[src/rtl/opdrv_pkg.sv]
// Shared types and default widths for the operand_driver sequencer.
package opdrv_pkg;

    localparam int DW_DEF  = 12;
    localparam int YW_DEF  = 40;
    localparam int LAT_MAX = 15;

    typedef enum logic [1:0] {
        ST_IDLE  = 2'd0,
        ST_DRIVE = 2'd1,
        ST_WAIT  = 2'd2,
        ST_END   = 2'd3
    } state_e;

    typedef struct packed {
        logic [DW_DEF-1:0] a;
        logic [DW_DEF-1:0] b;
        logic [DW_DEF-1:0] c;
    } slot_t;

endpackage

[src/rtl/opdrv_slot_ram.sv]
// DEPTH x W operand register file: async-reset clear, one write port, one combinational read port.
module opdrv_slot_ram #(
    parameter int DEPTH = 8,
    parameter int W     = 36
) (
    input  logic                     clk,
    input  logic                     rst,
    input  logic                     wr_en,
    input  logic [$clog2(DEPTH)-1:0] wr_addr,
    input  logic [W-1:0]             wr_data,
    input  logic [$clog2(DEPTH)-1:0] rd_addr,
    output logic [W-1:0]             rd_data
);

    logic [W-1:0] mem_q [DEPTH];
    logic [W-1:0] mem_d [DEPTH];

    always_comb begin
        mem_d = mem_q;
        if (wr_en) begin
            mem_d[wr_addr] = wr_data;
        end
    end

    always_ff @(posedge clk or posedge rst) begin
        if (rst) begin
            for (int i = 0; i < DEPTH; i++) begin
                mem_q[i] <= '0;
            end
        end else begin
            mem_q <= mem_d;
        end
    end

    assign rd_data = mem_q[rd_addr];

endmodule

[src/rtl/operand_driver.sv]
// Drives programmed operand sets onto module_top, captures y LAT cycles later and accumulates a checksum.
//   state    | meaning
//   ST_IDLE  | waiting for start; slot writes accepted
//   ST_DRIVE | one cycle, e=1 with slot[idx] on a/b/c
//   ST_WAIT  | LAT cycles, result captured when wait counter hits 0
//   ST_END   | one cycle, done=1, back to idle
module operand_driver
    import opdrv_pkg::*;
#(
    parameter int DW    = DW_DEF,
    parameter int YW    = YW_DEF,
    parameter int DEPTH = 8,
    parameter int LAT   = 2
) (
    input  logic                     clk,
    input  logic                     rst,
    input  logic                     wr_en,
    input  logic [$clog2(DEPTH)-1:0] wr_addr,
    input  logic [DW-1:0]            wr_a,
    input  logic [DW-1:0]            wr_b,
    input  logic [DW-1:0]            wr_c,
    input  logic [$clog2(DEPTH):0]   count,
    input  logic                     start,
    output logic [DW-1:0]            a,
    output logic [DW-1:0]            b,
    output logic [DW-1:0]            c,
    output logic                     e,
    input  logic [YW-1:0]            y,
    output logic                     busy,
    output logic                     res_valid,
    output logic [YW-1:0]            res_data,
    output logic [YW-1:0]            checksum,
    output logic                     done
);

    localparam int AW = $clog2(DEPTH);
    localparam int CW = AW + 1;
    localparam int SW = 3 * DW;

    state_e          state_q, state_d;
    logic [CW-1:0]   idx_q, idx_d;
    logic [CW-1:0]   n_q, n_d;
    logic [3:0]      wcnt_q, wcnt_d;
    logic [DW-1:0]   a_q, a_d, b_q, b_d, c_q, c_d;
    logic            res_valid_q, res_valid_d;
    logic [YW-1:0]   res_data_q, res_data_d;
    logic [YW-1:0]   checksum_q, checksum_d;

    logic            ram_we;
    logic [AW-1:0]   rd_addr;
    logic [SW-1:0]   rd_data;
    logic [SW-1:0]   ld_slot;
    logic [CW-1:0]   idx_inc;
    logic [CW-1:0]   n_start;

    assign busy    = (state_q == ST_DRIVE) || (state_q == ST_WAIT);
    assign e       = (state_q == ST_DRIVE);
    assign done    = (state_q == ST_END);
    assign ram_we  = wr_en && !busy;
    assign idx_inc = idx_q + CW'(1);
    assign n_start = (count > CW'(DEPTH)) ? CW'(DEPTH) : count;

    // The next slot is read one edge ahead so a/b/c are registered when DRIVE begins.
    assign rd_addr = (state_q == ST_WAIT) ? idx_inc[AW-1:0] : '0;

    // A write landing on slot 0 in the start cycle must be seen by the first DRIVE.
    always_comb begin
        ld_slot = rd_data;
        if (state_q == ST_IDLE && ram_we && wr_addr == '0) begin
            ld_slot = {wr_a, wr_b, wr_c};
        end
    end

    opdrv_slot_ram #(
        .DEPTH (DEPTH),
        .W     (SW)
    ) u_slot_ram (
        .clk     (clk),
        .rst     (rst),
        .wr_en   (ram_we),
        .wr_addr (wr_addr),
        .wr_data ({wr_a, wr_b, wr_c}),
        .rd_addr (rd_addr),
        .rd_data (rd_data)
    );

    always_comb begin
        state_d     = state_q;
        idx_d       = idx_q;
        n_d         = n_q;
        wcnt_d      = wcnt_q;
        a_d         = a_q;
        b_d         = b_q;
        c_d         = c_q;
        res_valid_d = 1'b0;
        res_data_d  = res_data_q;
        checksum_d  = checksum_q;

        case (state_q)
            ST_IDLE: begin
                if (start) begin
                    n_d        = n_start;
                    idx_d      = '0;
                    checksum_d = '0;
                    if (n_start == '0) begin
                        state_d = ST_END;
                    end else begin
                        state_d           = ST_DRIVE;
                        {a_d, b_d, c_d}   = ld_slot;
                    end
                end
            end
            ST_DRIVE: begin
                wcnt_d  = 4'(LAT - 1);
                state_d = ST_WAIT;
            end
            ST_WAIT: begin
                if (wcnt_q == '0) begin
                    res_valid_d = 1'b1;
                    res_data_d  = y;
                    checksum_d  = checksum_q + y;
                    idx_d       = idx_inc;
                    if (idx_inc < n_q) begin
                        state_d         = ST_DRIVE;
                        {a_d, b_d, c_d} = ld_slot;
                    end else begin
                        state_d = ST_END;
                    end
                end else begin
                    wcnt_d = wcnt_q - 4'd1;
                end
            end
            ST_END: begin
                state_d = ST_IDLE;
            end
            default: begin
                state_d = ST_IDLE;
            end
        endcase
    end

    always_ff @(posedge clk or posedge rst) begin
        if (rst) begin
            state_q     <= ST_IDLE;
            idx_q       <= '0;
            n_q         <= '0;
            wcnt_q      <= '0;
            a_q         <= '0;
            b_q         <= '0;
            c_q         <= '0;
            res_valid_q <= 1'b0;
            res_data_q  <= '0;
            checksum_q  <= '0;
        end else begin
            state_q     <= state_d;
            idx_q       <= idx_d;
            n_q         <= n_d;
            wcnt_q      <= wcnt_d;
            a_q         <= a_d;
            b_q         <= b_d;
            c_q         <= c_d;
            res_valid_q <= res_valid_d;
            res_data_q  <= res_data_d;
            checksum_q  <= checksum_d;
        end
    end

    assign a         = a_q;
    assign b         = b_q;
    assign c         = c_q;
    assign res_valid = res_valid_q;
    assign res_data  = res_data_q;
    assign checksum  = checksum_q;

endmodule

[config.mk]
export PLATFORM = sky130hd
export DESIGN_NAME = operand_driver
export DESIGN_NICKNAME = d
export VERILOG_FILES = /design/src/rtl/opdrv_pkg.sv /design/src/rtl/opdrv_slot_ram.sv /design/src/rtl/operand_driver.sv
export SDC_FILE = /design/constraint.sdc
export NUM_CORES = 1
export LEC_CHECK = 0
export BUFFER_PORTS_ARGS = -buffer_cell sky130_fd_sc_hd__buf_4
export CAP_MARGIN = 40
export CORE_MARGIN = 2
export CORE_UTILIZATION = 59
export DETAILED_ROUTE_END_ITERATION = 8
export GPL_ROUTABILITY_DRIVEN = 0
export GPL_TIMING_DRIVEN = 0
export PLACE_DENSITY = 0.77
export SLEW_MARGIN = 5
export SYNTH_ARGS = -nofsm -noshare
export SYNTH_HDL_FRONTEND = slang
export SYNTH_HIERARCHICAL = 1
export SYNTH_SLANG_ARGS = --single-unit
[constraint.sdc]
create_clock -name clk -period 20.4 [get_ports clk]
set_input_delay 5.1 -clock clk [delete_from_list [all_inputs] [get_ports clk]]
set_output_delay 5.1 -clock clk [all_outputs]
set_load 0.02 [all_outputs]
==> impl_metrics.yaml <==
floorplanning:
  core_area_mm2: 0.0344
  fp.dieArea_mm2: 0.0362
  die_w_um: 190
  floorplan.die.height_um: 190
  core.rowCount: 68
  initial_utilization_pct: 59.6
  pin_count: 207
place:
  place_area_mm2: 0.0227
  place.port_buffers: 206
  detailed_placer_s_ending_hpwl_um: 33800
routing:
  drt_drc_violations_left: 0
  wl_per_cell_um: 21.8
  postRouteAntennaNets: 0
  post_drt_via_cell_ratio: 5.99
  first_pass_iters: 5
  initialDrtViolationCount: 700
  route.final.wire_length_um: 49300
  vias: 13600
yosys:
  post_synth_main_area_contributors: "sky130_fd_sc_hd__dfrtp_1, sky130_fd_sc_hd__mux2_2, sky130_fd_sc_hd__mux4_2"
  synth_enable_flop_cells: 0
  ys.flop_type: "sky130_fd_sc_hd__dfrtp_1"
  synthesis.area_per_instance_um2: 13.5
  synth_area_mm2: 0.0205
  synth_cells: 1519
  post-synth-top-count-cell: "sky130_fd_sc_hd__dfrtp_1"
  synth.cells.most_frequent: "sky130_fd_sc_hd__dfrtp_1, sky130_fd_sc_hd__mux2_2, sky130_fd_sc_hd__a21oi_1"
  synth.largest_area_cell: "sky130_fd_sc_hd__dfrtp_1"
  yosys.area.top_type_share_pct: 51.2
  synth_fp_nets: 1656
  yosysSeqAreaShare_pct: 51.2
  synth_cell_type_count: 67
  ys_seq_elements: 419
  ys.warnings.count: 6
  synthArstFlopShare_pct: 100
timing:
  slew_viol_final: 0
  clock_skew_ns: 0.0117
  worst_pin_slew_ns: 0.952
  fmax_ghz: 0.135
  setup_viol: 0
  setup_total_negative_slack_ns: 0
  finalHoldViolCount: 0
  period_needed_ns: 7.43
  rsz_0062_raised_after_global_routing: "false"
  post-route-period-util_pct: 36.4
  timing.max_slew.rel_slack_pct: 36.3
clock_network:
  cts_tree: "done"
  cts.repair.resized: 0
  clk_pin_slew_ns: 0.06
  cts_hold_buffers: 0
  cts_sinks: 419
  cts_buffers: 44
  cts-htree-levels: 2
  clock_path_buffers: 3
  clk_latency_ns: 0.56
  cts_post_setup_buffers_inserted: 0
  cts_root_buf: "sky130_fd_sc_hd__clkbuf_16"
global_routing:
  grt_first_pass_wirelength_um: 78000
  grt_antenna_before_repair: 0
  grt_max_degree: 115
  grt_use_total_pct: 27.7
  grt_pass1_vias: 14200
  globalRoute.totalOverflow: 0
pwr:
  worst_ir_drop_vdd_uv: 92.9
  power.leakage_uw: 0.0110
  power_per_cell_area_mw_per_mm2: 147
setup_path:
  class_of_the_most_critical_setup_path: "in2reg"
  timing.critical_path.max_delay_family: "compound AO/OA/AOI/OAI gates"
  critical_path_peak_fanout: 8
  timing.critical_path.required_ns: 20.83
  crit_slowest_cell: "sky130_fd_sc_hd__fa_1"
  critical_path.n_buffers_inverters: 1
  timing.critical_path.from_type: "primary input"
  critical_path.endpoint_type: "flip-flop"
  timing.critical_path.slowest_cell_delay_ns: 0.42
  worst_ep_arrival_time_ns: 7.86
  critical_path.cell_chain: "buf_4 > ha_1 > fa_1 > a21o_1 > a221oi_2 > and4_1 > or3_4 > o21ai_4 > a21boi_2 > o21ai_0 > a221o_1"
run_status:
  status: "complete, no violations"
cells_and_area:
  n_antenna_cell: 0
  syn_to_final_growth_pct: 17.8
  layout-drive-gt1-share_pct: 43.1
  postLayoutCellArea_mm2: 0.0241
  fin_nets: 1914
run:
  timing.max_cap.violations: 0
worst_hold_path:
  worst_min_delay_path_category: "reg2reg"
## flip-flops by register name, indices dropped and copies added (netlist names)
signal	flops
a	12
idx_q	4
n_q	4
c	12
wcnt_q	4
res_data	40
checksum	40
state_q	2
res_valid	1
u_slot_ram/mem_q	288
b	12
## worst reg2reg max path: cells and delay by family (launching register included)
family          cells  cell delay [ns]
simple gates        1             0.17
buf+inv             3             1.08
mux                 3             0.94
fa+ha+maj           1             0.28
xor+xnor            1             0.28
compound gates      1             0.12
flops               1             0.46
## path summary, 6_finish.rpt
| check | startpoint | to | slack, ns | cells past startpoint |
|---|---|---|---|---|
| worst min register to register | wcnt_q[0] | wcnt_q[0] | 0.47 | 1 |
| min in group asynchronous | rst | u_slot_ram/mem_q[194] | 4.67 | 2 |
| worst max-delay path | y[0] | checksum[32] | 12.97 | 11 |
| worst max register to register | idx_q[0] | a[11] | 16.93 | 10 |
| max in group asynchronous | rst | u_slot_ram/mem_q[138] | 14.35 | 4 |
| worst min-delay path | wcnt_q[0] | wcnt_q[0] | 0.47 | 1 |
## report_power, final
part           internal (µW)  leakage, µW  total (µW)  switching, µW
combinational            694      0.00513        1340            647
sequential              1220      0.00515        1430            207
clock                    447     0.000693         775            328
## layer usage
layer | vias to the layer above | global-route usage (%) | wire length, µm | share of wire [%]
met5 | - | 0 | 0 | 0
li1 | 6141 | - | - | -
met4 | 0 | 8.17 | 1240 | 2.5
met1 | 6982 | 36.9 | 21000 | 43
met3 | 79 | 3.97 | 2370 | 4.8
met2 | 364 | 47.7 | 24700 | 50
## kinds of logic (layout without fill, tap and decap cells)
logic type / count (synthesis) / count (layout) / synth area share, %
AO/OA/AOI/OAI: 227 / 227 / 6.80
XOR/XNOR: 33 / 33 / 1.41
adder cells (fa/ha/maj): 50 / 50 / 3.09
buffers and inverters: 109 / 401 / 2.61
flip-flops: 419 / 419 / 51.2
multiplexers: 477 / 477 / 29.9
AND/OR/NAND/NOR: 204 / 204 / 4.99
## cell usage in the layout, fill, tap and decap left out, drive strengths merged, types with 7 or more instances in the layout
cell and n:
dfrtp 419, nand2b 9, mux2 366, nand4 9, buf 266, xnor2 16, nand2 68, nand3 8
and2 7, and3 7, clkbuf 102, inv 27, xor2 17, o211ai 11, mux2i 39, a21oi 86
a21o 14, nor2 59, nor2b 7, o21ai 64, o21bai 7, mux4 72, ha 49
## metrics by stage
stage               cells  hold WS, ns  util, %  power (µW)  setup WS (ns)
CTS                  2266        0.475     70.2        3570          12.98
finish               2266        0.470     70.2        3540          12.97
detailed placement   2186        0.467     66.1        2780          12.39
floorplan            1519        0.445        -        2320           7.35
global route         2266        0.507     70.2        3750          12.87
global placement     2180        0.460     65.8        2710           4.58
## layout make-up
cell class | count | area [µm²]
repair buffers | 212 | 1660
inverters | 24 | 103
fillers | 2412 | 10200
clock buffers | 71 | 1320
clock inverters | 9 | 78.8
flip-flops and latches | 419 | 10500
well taps | 455 | 569
multi-input cells | 991 | 9470
plain buffers | 85 | 444
Note: power is estimated with default switching activity, not from simulation.
